==> src/rtl/msp430_instr_enc.sv <==
// MSP430 instruction encoder: turns one instruction request into a stream of
// 16-bit words (opword, then optional source and destination extension words)
// delivered over a valid/ready handshake.
// Optional feature: define MSP430_ENC_CG_EN to substitute constant-generator
// encodings (R2/R3 modes) for common immediates, dropping their extension word.
module msp430_instr_enc (
  input  logic        clk,
  input  logic        rst,
  input  logic        req_valid,
  output logic        req_ready,
  input  logic [1:0]  fmt,
  input  logic [3:0]  opcode,
  input  logic [2:0]  op2,
  input  logic [2:0]  jcond,
  input  logic [9:0]  jofs,
  input  logic [3:0]  src_reg,
  input  logic [3:0]  dst_reg,
  input  logic [1:0]  as,
  input  logic        ad,
  input  logic        bw,
  input  logic [15:0] src_ext,
  input  logic [15:0] dst_ext,
  output logic        word_valid,
  input  logic        word_ready,
  output logic [15:0] word_out,
  output logic [1:0]  word_kind,
  output logic        word_last,
  output logic        err,
  output logic [15:0] instr_count
);

  typedef enum logic [1:0] {IDLE, OPW, SRCX, DSTX} state_t;

  state_t      state;
  logic [15:0] src_ext_q;
  logic [15:0] dst_ext_q;
  logic        need_src_q;
  logic        need_dst_q;

  logic [3:0]  eff_src;
  logic [1:0]  eff_as;
  logic        need_src;
  logic        need_dst;
  logic [15:0] opword;
  logic        handshake;

  assign handshake = word_valid && word_ready;

  // Decode the live request into its opword and extension-word needs; the
  // constant generator may rewrite the source register/mode before encoding.
  always_comb begin
    eff_src  = src_reg;
    eff_as   = as;
    need_src = 1'b0;
    need_dst = 1'b0;
    opword   = 16'h0000;
`ifdef MSP430_ENC_CG_EN
    if (src_reg == 4'd0 && as == 2'b11) begin
      case (src_ext)
        16'h0000: begin eff_src = 4'd3; eff_as = 2'b00; end
        16'h0001: begin eff_src = 4'd3; eff_as = 2'b01; end
        16'h0002: begin eff_src = 4'd3; eff_as = 2'b10; end
        16'hFFFF: begin eff_src = 4'd3; eff_as = 2'b11; end
        16'h0004: begin eff_src = 4'd2; eff_as = 2'b10; end
        16'h0008: begin eff_src = 4'd2; eff_as = 2'b11; end
        default: begin end
      endcase
    end
`endif
    case (fmt)
      2'd1: begin
        opword   = {opcode, eff_src, ad, bw, eff_as, dst_reg};
        need_src = ((eff_as == 2'b01) && (eff_src != 4'd3)) ||
                   ((eff_as == 2'b11) && (eff_src == 4'd0));
        need_dst = ad;
      end
      2'd2: begin
        opword   = {6'b000100, op2, bw, eff_as, eff_src};
        need_src = ((eff_as == 2'b01) && (eff_src != 4'd3)) ||
                   ((eff_as == 2'b11) && (eff_src == 4'd0));
      end
      2'd3: begin
        opword = {3'b001, jcond, jofs};
      end
      default: begin end
    endcase
  end

  // Request acceptance, word sequencing and completion counting.
  always_ff @(posedge clk or posedge rst) begin
    if (rst) begin
      state       <= IDLE;
      req_ready   <= 1'b1;
      word_valid  <= 1'b0;
      word_out    <= 16'h0000;
      word_kind   <= 2'd0;
      word_last   <= 1'b0;
      err         <= 1'b0;
      instr_count <= 16'h0000;
      src_ext_q   <= 16'h0000;
      dst_ext_q   <= 16'h0000;
      need_src_q  <= 1'b0;
      need_dst_q  <= 1'b0;
    end else begin
      err <= 1'b0;
      case (state)
        IDLE: begin
          if (req_valid && req_ready) begin
            if (fmt == 2'd0) begin
              err <= 1'b1;
            end else begin
              src_ext_q  <= src_ext;
              dst_ext_q  <= dst_ext;
              need_src_q <= need_src;
              need_dst_q <= need_dst;
              word_valid <= 1'b1;
              word_out   <= opword;
              word_kind  <= 2'd0;
              word_last  <= !(need_src || need_dst);
              req_ready  <= 1'b0;
              state      <= OPW;
            end
          end
        end
        OPW: begin
          if (handshake) begin
            if (need_src_q) begin
              word_out  <= src_ext_q;
              word_kind <= 2'd1;
              word_last <= !need_dst_q;
              state     <= SRCX;
            end else if (need_dst_q) begin
              word_out  <= dst_ext_q;
              word_kind <= 2'd2;
              word_last <= 1'b1;
              state     <= DSTX;
            end else begin
              word_valid  <= 1'b0;
              word_last   <= 1'b0;
              req_ready   <= 1'b1;
              instr_count <= instr_count + 16'd1;
              state       <= IDLE;
            end
          end
        end
        SRCX: begin
          if (handshake) begin
            if (need_dst_q) begin
              word_out  <= dst_ext_q;
              word_kind <= 2'd2;
              word_last <= 1'b1;
              state     <= DSTX;
            end else begin
              word_valid  <= 1'b0;
              word_last   <= 1'b0;
              req_ready   <= 1'b1;
              instr_count <= instr_count + 16'd1;
              state       <= IDLE;
            end
          end
        end
        DSTX: begin
          if (handshake) begin
            word_valid  <= 1'b0;
            word_last   <= 1'b0;
            req_ready   <= 1'b1;
            instr_count <= instr_count + 16'd1;
            state       <= IDLE;
          end
        end
        default: state <= IDLE;
      endcase
    end
  end

endmodule
==> config.mk <==
export PLATFORM = sky130hd
export DESIGN_NAME = msp430_instr_enc
export DESIGN_NICKNAME = d
export VERILOG_FILES = /design/src/rtl/msp430_instr_enc.sv
export SDC_FILE = /design/constraint.sdc
export NUM_CORES = 1
export LEC_CHECK = 0
export ABC_CLOCK_PERIOD_IN_PS = 7040
export BUFFER_PORTS_ARGS = -buffer_cell sky130_fd_sc_hd__clkbuf_2
export CORE_MARGIN = 3
export CORE_UTILIZATION = 40
export CTS_BUF_LIST = sky130_fd_sc_hd__clkbuf_8
export CTS_CLUSTER_SIZE = 28
export DETAILED_ROUTE_END_ITERATION = 10
export SLEW_MARGIN = 20
export SYNTH_ARGS = -nofsm -noshare
export SYNTH_HDL_FRONTEND = slang
export SYNTH_SLANG_ARGS = --single-unit
==> constraint.sdc <==
create_clock -name clk -period 7.04 [get_ports clk]
set_clock_uncertainty 0.1 [all_clocks]
set_input_delay 2.112 -clock clk [delete_from_list [all_inputs] [get_ports clk]]
set_output_delay 2.112 -clock clk [all_outputs]
set_load 0.02 [all_outputs]
==> results of run 1 <==
## metal layers
metal / up-vias / global-route usage / wire (µm)
met5: - / 0 / 0
met4: 0 / 0.0521 / 79
met3: 6 / 0.0544 / 714
met2: 95 / 0.293 / 4100
met1: 1402 / 0.255 / 4080
li1: 1359 / - / -
## cell usage after synthesis, drive strengths merged (2+ instances only)
master	instances
or3	2
a22o	16
and3	4
o21ai	9
ha	12
nand3b	2
or2	2
xor2	12
nor3	7
nand3	6
a31oi	2
buf	3
mux2	35
a221o	15
dfrtp	73
xnor2	3
inv	11
a222oi	6
nand2	22
nor2b	3
a41o	2
nor2	13
nand4	2
a221oi	2
a21oi	8
a22oi	4
nor4	3
clkbuf	16
and4	3
## registers in the layout (all words and copies together), names as in the netlist
register     cells
req_ready        1
state            2
word_last        1
need_dst_q       1
instr_count     16
word_out        16
src_ext_q       16
word_valid       1
err              1
word_kind        2
need_src_q       1
dst_ext_q       16
## final cells by class
class | count | area, µm² | area share
Timing Repair Buffer | 110 | 558 | 0.125
Inverter | 11 | 41.3 | 0.00927
Clock inverter | 6 | 70.1 | 0.0157
Sequential cell | 74 | 1850 | 0.416
Clock buffer | 10 | 138 | 0.0309
Tap cell | 108 | 135 | 0.0303
Multi-Input combinational cell | 206 | 1660 | 0.372
## report_power, final
part / leakage (nW) / total [mW] / switching, mW / internal [mW]
registers: 0.943 / 0.435 / 0.00417 / 0.431
clock network: 0.108 / 0.344 / 0.166 / 0.177
logic: 1.15 / 0.0645 / 0.0364 / 0.0282
## stage by stage
stage	hold WS, ps	setup slack (ps)	instances	power, mW
2_1_floorplan	371	2950	310	0.473
4_1_cts	377	3020	525	0.856
5_1_grt	423	3120	525	0.882
6_report	378	3280	525	0.843
3_5_place_dp	365	2650	509	0.509
3_3_place_gp	358	2760	509	0.509
## cell usage in the layout, fill, tap and decap left out, drive strengths merged, types with 2 or more instances in the layout
master    n
nand4     2
a41o      2
a22o     16
nor3      7
nor4      3
a221oi    2
a222oi    6
nand3     6
nand3b    2
and3      4
clkbuf  117
a31oi     2
or3       2
o21ai     9
xnor2     3
buf       3
mux2     35
and4      3
a221o    15
a21oi     8
nand2    22
a22oi     4
dfrtp    73
ha       12
nor2     13
inv      14
or2       2
xor2     12
clkinv    2
nor2b     3
## critical path: cells and delay by family
family          cells  cell delay, ps
compound gates      3             840
buf+inv             3             480
fa+ha+maj           1             240
simple gates        1             210
## logic make-up (layout without fill, tap and decap cells)
logic type	after synthesis	count (layout)
AO/OA/AOI/OAI	70	70
XOR/XNOR	15	15
adder cells (fa/ha/maj)	12	12
buffers and inverters	30	137
flip-flops	74	74
multiplexers	36	36
AND/OR/NAND/NOR	73	73
## worst min-delay path by stage
| stage | start | to | slack [ps] | cells after the start |
|---|---|---|---|---|
| CTS | instr_count[15]$_DFFE_PP0P_ | instr_count[15]$_DFFE_PP0P_ | 380 | 1 |
| detailed placement | instr_count[15]$_DFFE_PP0P_ | instr_count[15]$_DFFE_PP0P_ | 370 | 1 |
| finish | instr_count[15]$_DFFE_PP0P_ | instr_count[15]$_DFFE_PP0P_ | 380 | 1 |
| floorplan | src_ext_q[14]$_DFFE_PP0P_ | src_ext_q[14]$_DFFE_PP0P_ | 370 | 1 |
| global placement | instr_count[15]$_DFFE_PP0P_ | instr_count[15]$_DFFE_PP0P_ | 360 | 1 |
| global route | instr_count[15]$_DFFE_PP0P_ | instr_count[15]$_DFFE_PP0P_ | 420 | 1 |
==> run metrics, run 1 <==
status=completed; via count=between 2000 and 3000; total CTS buffers=9; peak fanout along the critical path=20; max_cap viols=0; DR iter-0 viols=~110; Mapped Cells=310; Synth area leaders=dfrtp_1 (50%), mux2_2 (11%), a221o_1 (4.1%), ha_1 (4.1%), a22o_1 (3.9%); reg2reg end=instr_count[6]$_DFFE_PP0P_; row cnt=34; Yosys top cell by area=dfrtp_1; worst r2r src=state[0]$_DFFE_PP0P_; largest net degree at the start of global routing=75; largest family of logic cells by synthesized area=compound AO/OA/AOI/OAI gates; routed len/inst=17.1 µm; Net Count, Synth=392; crit path DAT=3890 ps; compound-cell area share of the yosys netlist=0.157; layout cell share with drive strength beyond 1=0.410; DPL Wire Length=roughly 6.6 mm; Post-synth top flop=dfrtp_1; initial core utilization=0.414; Core Area=8760 µm²; Unique masters post-synth=between 40 and 50; CTS resizes=0; Port Buf Inserts=107; HP Class=reg2reg; Worst EP required=7170 ps; gr usage total=0.187; area share of the leading cell type in the synthesized netlist=0.503; CTS sink cnt=between 70 and 80; Finished Cell Area=4450 µm²; Vias/cell=around 5.5; clock-pin slew on the worst setup and hold paths=80 ps; hold violation total from the final report=0; Final Wtd Congestion=0.808; fin crit period=around 3800 ps; adder-cell share of the synthesized area=0.0414; crit path capture type=register; Worst path max stage delay=310 ps; antenna violations before repair=0; Setup crit start kind=input pin; worst-skew pair later-pin latency=around 350 ps; GRT overflow=0; RSZ-0062 raised after global routing=no; drt pass-1 iters=4; CTS Buffer Depth=2; synth-to-layout area growth=22.7%; Async SR Flop Fraction=1.00; post-synthesis xor/xnor area fraction=0.0362; Clock Tree Root=clkbuf_8; Finish-stage setup viols=0; Post-CTS Hold Buffers=0; Warnings, synthesis=0; post-CTS setup buffer count=0; portion of netlist area occupied by mux cells=0.111; fmax=about 0.27 GHz; register area share after synthesis=0.511; first-pass GRT wire length=around 15 mm; ant diodes=0; synthesized area per cell=between 10 and 15 µm²; Fill cells=slightly above 800; Post-Synth Simple-Gate Area=0.108; DRC=0; P_leak=~2.2 nW; wirelength, routed=8.97 mm; Max-slew headroom=0.381; Worst Setup SP=fmt[0]; CP endpoint=word_out[8]$_DFFE_PP0P_; worst setup path category=in2reg; setup TNS=0 ps; chip width=slightly above 100 µm; Post-synth EDFFs=0; placed instance area=4240 µm²; utilization after layout=0.508; final antenna-violating net count=0; Max H-tree Level=3; depth of the worst register-to-register path=6; die area=10300 µm²; vias in the first global route=roughly 2900; #FFs+latches synth=74; synthesized cell area=around 3600 µm²; Peak VDD IR=~0.00011 V; power per cell area=roughly 190 nW/µm²; nets=between 400 and 500; CTS tree=done; Least-Margin Pin Slew=between 900 and 1000 ps; Die Y=slightly above 100 µm; Final Cycle Share=0.534; io pins=108; critical path cell sequence=clkbuf_2 -> inv_1 -> ha_1 -> nand3b_1 -> a221oi_2 -> buf_4 -> o21ai_2 -> a22o_1; Slew Limit Fails=0; R2R setup slack=about 4300 ps; Slowest-stage cell, CP=a22o_1
No activity file was read; power rests on OpenSTA's default activity.
==> run 2, diff against run 1 <==
ABC_CLOCK_PERIOD_IN_PS = 3690   (was 7040)
clock period = 3.69 ns   (was 7.04 ns; I/O delays follow)
==> run 2 against run 1 <==
Against the previous run:
- total power rose by 98%
- via count grew 1.0%
- global-route usage fell by 0.42 points
- clock-buffer cell count is the same
- first-iteration DRC count fell by 3.5%
- sequential share of layout area decreased by 0.44 points
- clock power is 110% higher
- largest power group unchanged
- register-to-register slack lost 3400 ps
==> run metrics, run 2 (same netlist as run 1, synthesis figures left out) <==
status=completed; first-pass GRT wire length=14.5 mm (-4.0%); nets=496 (+0.40%); gr usage total=0.183 (-0.00420); GRT met3 Usage=0.0475 (-0.00689); vias in the first global route=2814 (-3.9%); Final Wtd Congestion=0.784 (-3.0%); Final Cycle Share=0.751; io pins=108 (unchanged); Worst EP required=3830 ps (-3340 ps); routed len/inst=17.3 µm (+1.2%); WHS=366 ps (-11.7 ps); wirelength, routed=9.11 mm (+1.5%); commonest non-fill, non-tap cell in the layout=clkbuf_2; Port Buf Inserts=107 (unchanged); Worst path max stage delay=620 ps (+310 ps); Worst path depth=6 (-2); power per cell area=371 nW/µm² (+96%); layout cell share with drive strength beyond 1=0.411 (+0.000429); worst r2r src=state[0]$_DFFE_PP0P_; DPL Wire Length=6.62 mm (+0.95%); final antenna-violating net count=0 (unchanged); commonest non-fill, non-tap cells in the layout=clkbuf_2 (107), dfrtp_1 (73), mux2_2 (35), nand2_1 (22), a22o_1 (16); met1 track demand over resource=0.251 (-0.00381); fin crit period=around 2800 ps; initial core utilization=0.414 (unchanged); critical path cell sequence=inv_1 -> ha_1 -> or4_4 -> a2111o_1 -> or3_1 -> xnor2_1; Die Y=101 µm (unchanged); CTS resizes=0 (unchanged); Max-slew headroom=0.466 (+0.0853); antenna violations before repair=0 (unchanged); dpl ws=391 ps (-2260 ps); Setup crit start kind=register; via count=2892 (+1.0%); chip width=101 µm (unchanged); CTS tree=done; R2R setup slack=920 ps (-3370 ps); setup TNS=0 ps (unchanged); crit path DAT=2910 ps (-980 ps); total CTS buffers=9 (unchanged); Slew Limit Fails=0 (unchanged); largest net degree at the start of global routing=40 (-47%); worst-skew pair later-pin latency=350 ps (about the same); GRT overflow=0 (unchanged); Slowest-stage cell, CP=a2111o_1; Power Total=1.67 mW (+98%); Least-Margin Pin Slew=799 ps (-129 ps); max_cap viols=0 (unchanged); P_leak=2.23 nW (+1.2%); post-CTS setup buffer count=0 (unchanged); Post-CTS Hold Buffers=0 (unchanged); clock-pin slew on the worst setup and hold paths=90 ps (about the same); reg2reg end=instr_count[6]$_DFFE_PP0P_; Endpoint, Worst Hold=instr_count[15]$_DFFE_PP0P_; ant diodes=0 (unchanged); drt pass-1 iters=4 (unchanged); hold violation total from the final report=0 (unchanged); Worst Hold Launch=instr_count[15]$_DFFE_PP0P_; worst path bufs/invs=1 (-2); final non-filler cell total=527 (+0.38%); Finish-stage setup viols=0 (unchanged); Finished Cell Area=4500 µm² (+1.1%); synth-to-layout area growth=24.0%; placed instance area=4270 µm² (+0.65%); CTS Buffer Depth=2 (unchanged); Max H-tree Level=3 (unchanged); Core Area=8760 µm² (unchanged); CP delay by family, top=simple AND/OR/NAND/NOR gates; RSZ-0062 raised after global routing=no; Peak VDD IR=0.000161 V (+52%); die area=10300 µm² (unchanged); depth of the worst register-to-register path=6 (unchanged); Most Crowded Layer GR=met2; DRC=0 (unchanged); setup ws final=917 ps (-2370 ps); CTS sink cnt=74 (unchanged); fmax=about 0.36 GHz; worst setup path category=reg2reg; hold depth=1 (unchanged); HP Class=reg2reg; utilization after layout=0.514 (+0.00543); crit path capture type=register; row cnt=34 (unchanged); Inst Count DP=511 (+0.39%); Vias/cell=5.49 (+0.66%); peak fanout along the critical path=12 (-40%); Clock Tree Root=clkbuf_8; DR iter-0 viols=109 (-3.5%); M2 GR Usage=0.285 (-0.00805)
-- run 2: changes by cell type in the layout (fill, tap and decap cells not counted) --
cell | before | now
bufinv_16 | 1 | 2
clkinv_4 | 1 | 2
buf_4 | 3 | 4
buf_12 | 0 | 1
inv_6 | 3 | 1
clkinv_2 | 1 | 0
inv_1 | 10 | 11
-- run 2: final cells by class --
class / instances / area (µm²)
fillers: 845 / 4260
flip-flops and latches: 74 / 1850
multi-input cells: 206 / 1660
repair buffers: 112 / 586
clock buffers: 10 / 138
well taps: 108 / 135
clock inverters: 6 / 90.1
inverters: 11 / 41.3
-- run 2: worst max path at each step --
stage / end / start
6_report: instr_count[6]$_DFFE_PP0P_ / state[0]$_DFFE_PP0P_
2_1_floorplan: dst_ext_q[0]$_DFFE_PP0P_ / rst
3_5_place_dp: word_out[10]$_DFFE_PP0P_ / fmt[0]
5_1_grt: instr_count[6]$_DFFE_PP0P_ / state[0]$_DFFE_PP0P_
4_1_cts: word_out[0]$_DFFE_PP0P_ / fmt[0]
3_3_place_gp: word_out[6]$_DFFE_PP0P_ / fmt[0]
-- run 2: worst register-to-register path, stage by stage, from the launching register on --
cell      delay [ps]
dfrtp_1          400
inv_1             80
ha_1             330
or4_4            570
a2111o_1         620
or3_1            430
xnor2_1          130
-- run 2: power breakdown --
group | switching (mW) | internal [mW]
Clock | 0.311 | 0.402
Combinational | 0.0696 | 0.0552
Sequential | 0.00785 | 0.822
-- run 2: metal layers --
layer,wire (µm),vias up
met5,0,-
met4,121,0
met3,724,12
met2,4190,104
met1,4080,1410
li1,-,1366
